===== src/rtl/crc_stream_engine.sv =====
// Streaming CRC checker: each accepted word is shifted MSB-first through the CRC
// register BPC bits per clock; at end of frame the result is published and compared.
module crc_stream_engine #(
  parameter int               DATA_W  = 32,
  parameter int               CRC_W   = 10,
  parameter logic [CRC_W-1:0] POLY    = 10'h233,
  parameter logic [CRC_W-1:0] INIT    = '0,
  parameter logic [CRC_W-1:0] XOR_OUT = '0,
  parameter int               BPC     = 1
) (
  input  logic              Clock,
  input  logic              Rst_n,
  input  logic              CRC_Clr,
  input  logic [DATA_W-1:0] Data_In,
  input  logic              In_Valid,
  output logic              In_Ready,
  input  logic              Sof,
  input  logic              Eof,
  input  logic [CRC_W-1:0]  Exp_CRC,
  output logic [CRC_W-1:0]  CRC_Out,
  output logic              CRC_Valid,
  output logic              CRC_Err
);

  localparam int STEPS = DATA_W / BPC;
  localparam int CNT_W = (STEPS > 1) ? $clog2(STEPS) : 1;

  typedef enum logic {IDLE, SHIFT} state_t;

  state_t             state, state_nxt;
  logic [DATA_W-1:0]  sbuf;
  logic [CRC_W-1:0]   crc, crc_step, exp_q;
  logic [CNT_W-1:0]   cnt;
  logic               eof_q, accept, last;

  always_ff @(posedge Clock) begin
    if (!Rst_n) state <= IDLE;
    else        state <= state_nxt;
  end

  // Ready is withheld during reset and abort so nothing slips in on those edges.
  always_comb begin
    state_nxt = state;
    In_Ready  = 1'b0;
    accept    = 1'b0;
    last      = 1'b0;
    case (state)
      IDLE: begin
        In_Ready = Rst_n && !CRC_Clr;
        accept   = In_Valid && Rst_n && !CRC_Clr;
        if (accept) state_nxt = SHIFT;
      end
      SHIFT: begin
        last = (cnt == CNT_W'(STEPS - 1));
        if (last) state_nxt = IDLE;
      end
      default: state_nxt = IDLE;
    endcase
    if (CRC_Clr) state_nxt = IDLE;
  end

  always_comb begin
    crc_step = crc;
    for (int i = 0; i < BPC; i++)
      crc_step = {crc_step[CRC_W-2:0], 1'b0} ^
                 ({CRC_W{crc_step[CRC_W-1] ^ sbuf[DATA_W-1-i]}} & POLY);
  end

  always_ff @(posedge Clock) begin
    if (!Rst_n) begin
      crc       <= INIT;
      sbuf      <= '0;
      exp_q     <= '0;
      eof_q     <= 1'b0;
      cnt       <= '0;
      CRC_Out   <= '0;
      CRC_Valid <= 1'b0;
      CRC_Err   <= 1'b0;
    end else begin
      CRC_Valid <= 1'b0;
      if (CRC_Clr) begin
        crc <= INIT;
        cnt <= '0;
      end else if (accept) begin
        sbuf  <= Data_In;
        eof_q <= Eof;
        exp_q <= Exp_CRC;
        cnt   <= '0;
        if (Sof) crc <= INIT;
      end else if (state == SHIFT) begin
        crc  <= crc_step;
        sbuf <= sbuf << BPC;
        cnt  <= cnt + 1'b1;
        // Final bits of an Eof word: publish and re-arm for the next frame.
        if (last && eof_q) begin
          CRC_Out   <= crc_step ^ XOR_OUT;
          CRC_Err   <= (crc_step ^ XOR_OUT) != exp_q;
          CRC_Valid <= 1'b1;
          crc       <= INIT;
        end
      end
    end
  end

endmodule


===== config.mk =====
export PLATFORM = sky130hd
export DESIGN_NAME = crc_stream_engine
export DESIGN_NICKNAME = d
export VERILOG_FILES = /design/src/rtl/crc_stream_engine.sv
export SDC_FILE = /design/constraint.sdc
export NUM_CORES = 1
export LEC_CHECK = 0
export CORE_MARGIN = 2
export CORE_UTILIZATION = 46
export CTS_CLUSTER_DIAMETER = 60
export DETAILED_ROUTE_END_ITERATION = 7
export GPL_TIMING_DRIVEN = 0
export PLACE_DENSITY = 0.79
export SLEW_MARGIN = 20
export SYNTH_ARGS = -nofsm -noshare
export SYNTH_HDL_FRONTEND = slang
export SYNTH_SLANG_ARGS = --single-unit

===== constraint.sdc =====
create_clock -name Clock -period 1.8 [get_ports Clock]
set_input_delay 0.54 -clock Clock [delete_from_list [all_inputs] [get_ports Clock]]
set_output_delay 0.54 -clock Clock [all_outputs]
set_load 0.03 [all_outputs]

==> run metrics <==
DRT antenna net count 0; Mapped Area 2990 µm²; clock latency on the worst-skew pair 0.33 ns; CTS Sinks 71; Root Driver clkbuf_8; initial core utilization 0.474; post-synthesis xor/xnor area fraction 0.0498; Post-Route WL 6.74 mm; FF+latch count, synth 71; Num CTS Buffers 9; vias per cell 5.26; Worst Setup SP state$_SDFF_PP0_; required time worst endpoint 1.26 ns; GRT Total Usage 0.195; Post-Place Setup Slack -0.819 ns; core footprint 6310 µm²; r2r endpoint CRC_Err$_SDFFE_PN0P_; commonest non-fill, non-tap cell in the layout nand2_1; Syn Inst Count 362; die width 84.6 µm; kind of critical path register to primary output; adder-cell share of the synthesized area 0.00837; min-delay worst type register to register; IO buf count 60; clk_skew 0.00722 ns; Final Cell Area 4000 µm²; slew margin rel. 0.579; H-tree levels 3; fill count 568; first drt pass iteration count 5; first-pass GRT wire length 11.5 mm; Final Cycle Share 0.958; Worst Setup EP In_Ready; DIE AREA 7160 µm²; WHS 0.453 ns; worst-margin pin slew 0.627 ns; R2R setup slack 0.10 ns; Cell Pwr Density 852 nW/µm²; CP Max Fanout 10; Post-Synth Simple-Gate Area 0.194; # diodes 0; run status completed; CP Capture Type primary output; min cycle time layout 1.73 ns; Peak VDD IR 522 µV; CTS Hold Bufs 0; CTS tree done; Nets 489; initial antenna violation count 0; CP Data Arrival Time 1.19 ns; register area share after synthesis 0.475; layout cells sized above 1 0.117; Pins Over Slew Limit 0; DRC 0; final setup vio count 0; min setup slack post-route 0.0747 ns; Die Ht 84.6 µm; Cell Area, Placed 3690 µm²; Wirelength per Cell 12.9 µm; main combinational cell family by area after synthesis compound AO/OA/AOI/OAI gates; via count 2739; Placement Rows 29; FF-to-FF path depth 8; mux share of post-synthesis cell area 0.00669; Synth Area in Compound Gates 0.218; Leakage 1.50 nW; pin count of the biggest net entering global routing 12; hold violation count in the final report 0; synthesis-to-layout area growth 33.7%; fmax 580 MHz; CTS clock-pin slew for the worst setup and hold paths 0.06 ns; RR Startpoint cnt[0]$_SDFFE_PP0P_; num ports 61; gr ovfl total 0; DRT iter0 DRCs 165; RSZ-0062 raised after global routing false; YS warnings 0; maxcap violations 0; Sum Neg Setup Slack 0 ns; Worst setup SP type register; GPL Wtd Cong 0.828; clock buffer depth 2; vias in the first global route 2605; HPWL after detailed placement 4.82 mm; Syn Nets 412; distinct cell type count after synthesis 33; syn avg cell area 8.26 µm²; most frequent cells in the layout nand2_1, dfxtp_1, clkdlybuf4s50_1, o21ai_0, a31oi_1
[cell families after synthesis]
logic type,count (synthesis)
AOI/OAI and AO/OA,102
xor gates and xnor gates,17
adders and majority gates,2
buffers and inverters,26
DFF,71
muxes,2
and+or+nand+nor,142
[worst min path at each step]
| stage | startpoint | endpoint | slack (ns) | depth (start not counted) |
|---|---|---|---|---|
| after floorplan | sbuf[0]$_SDFFE_PN0P_ | sbuf[0]$_SDFFE_PN0P_ | 0.44 | 2 |
| after CTS | CRC_Out[5]$_SDFFE_PN0P_ | CRC_Out[5]$_SDFFE_PN0P_ | 0.46 | 2 |
| final | CRC_Out[9]$_SDFFE_PN0P_ | CRC_Out[9]$_SDFFE_PN0P_ | 0.45 | 2 |
| after global routing | CRC_Out[5]$_SDFFE_PN0P_ | CRC_Out[5]$_SDFFE_PN0P_ | 0.48 | 2 |
| after detailed placement | sbuf[0]$_SDFFE_PN0P_ | sbuf[0]$_SDFFE_PN0P_ | 0.46 | 2 |
| after global placement | sbuf[0]$_SDFFE_PN0P_ | sbuf[0]$_SDFFE_PN0P_ | 0.45 | 2 |
[worst max-delay path: stages, from the launching register on]
cell,delay [ns]
dfxtp_1,0.32
buf_6,0.15
nor3b_4,0.20
buf_4,0.19
[per-stage QoR]
| step | power, mW | util | instances |
|---|---|---|---|
| after global routing | 3.54 | 0.633 | 521 |
| after detailed placement | 2.02 | 0.584 | 499 |
| after global placement | 2.01 | 0.584 | 499 |
| after floorplan | 1.86 | - | 362 |
| after CTS | 3.42 | 0.628 | 519 |
| final | 3.41 | 0.633 | 521 |
[registers in the layout, indices dropped and copies added (netlist names), 5 cells and up]
signal and count:
sbuf 32, CRC_Out 10, crc 10, exp_q 10
cnt 5
[power breakdown]
part           internal, mW  switching (mW)
logic                 0.179           0.162
clock network         0.856           0.557
registers              1.62          0.0294
[Yosys cell counts (all sizes together)]
| master | instances | share of area |
|---|---|---|
| a2111oi | 1 | 0.0029 |
| a21boi | 21 | 0.053 |
| a21oi | 1 | 0.0017 |
| a22oi | 10 | 0.025 |
| a31oi | 33 | 0.071 |
| and2 | 1 | 0.0021 |
| and3 | 2 | 0.0042 |
| buf | 9 | 0.026 |
| clkbuf | 16 | 0.020 |
| dfxtp | 71 | 0.48 |
| ha | 2 | 0.0084 |
| inv | 1 | 0.0013 |
| mux2i | 2 | 0.0067 |
| nand2 | 110 | 0.14 |
| nand2b | 2 | 0.0042 |
| nand3 | 2 | 0.0050 |
| nand4 | 2 | 0.0042 |
| nor2 | 19 | 0.024 |
| nor2b | 1 | 0.0021 |
| nor3b | 1 | 0.0063 |
| nor4 | 1 | 0.0021 |
| o2111ai | 1 | 0.0029 |
| o211a | 1 | 0.0033 |
| o21ai | 33 | 0.055 |
| o41ai | 1 | 0.0029 |
| or2 | 1 | 0.0021 |
| xnor2 | 9 | 0.026 |
| xor2 | 8 | 0.023 |
[routing by layer]
layer | GRT usage | wire, µm | share of wire
met1 | 0.270 | 3190 | 0.47
met2 | 0.304 | 3150 | 0.47
met3 | 0.0295 | 314 | 0.047
met4 | 0.0823 | 90 | 0.013
met5 | 0 | 0 | 0
[repair_timing]
| item | CTS | global route |
|---|---|---|
| setup buffers | 4 | 2 |
| pin swaps | 2 | 1 |
| endpoints found under the setup margin | 63 | 41 |
| resized for setup | 35 | 21 |
[final cells by class]
| class | count | area (µm²) | share of cell area |
|---|---|---|---|
| flip-flops and latches | 71 | 1420 | 0.356 |
| repair buffers | 66 | 618 | 0.155 |
| plain buffers | 25 | 161 | 0.0404 |
| clock buffers | 13 | 159 | 0.0397 |
| clock inverters | 3 | 65.1 | 0.0163 |
| well taps | 77 | 96.3 | 0.0241 |
| multi-input cells | 265 | 1470 | 0.368 |
| inverters | 1 | 3.75 | 0.000939 |
No activity file was read; power rests on OpenSTA's default activity.
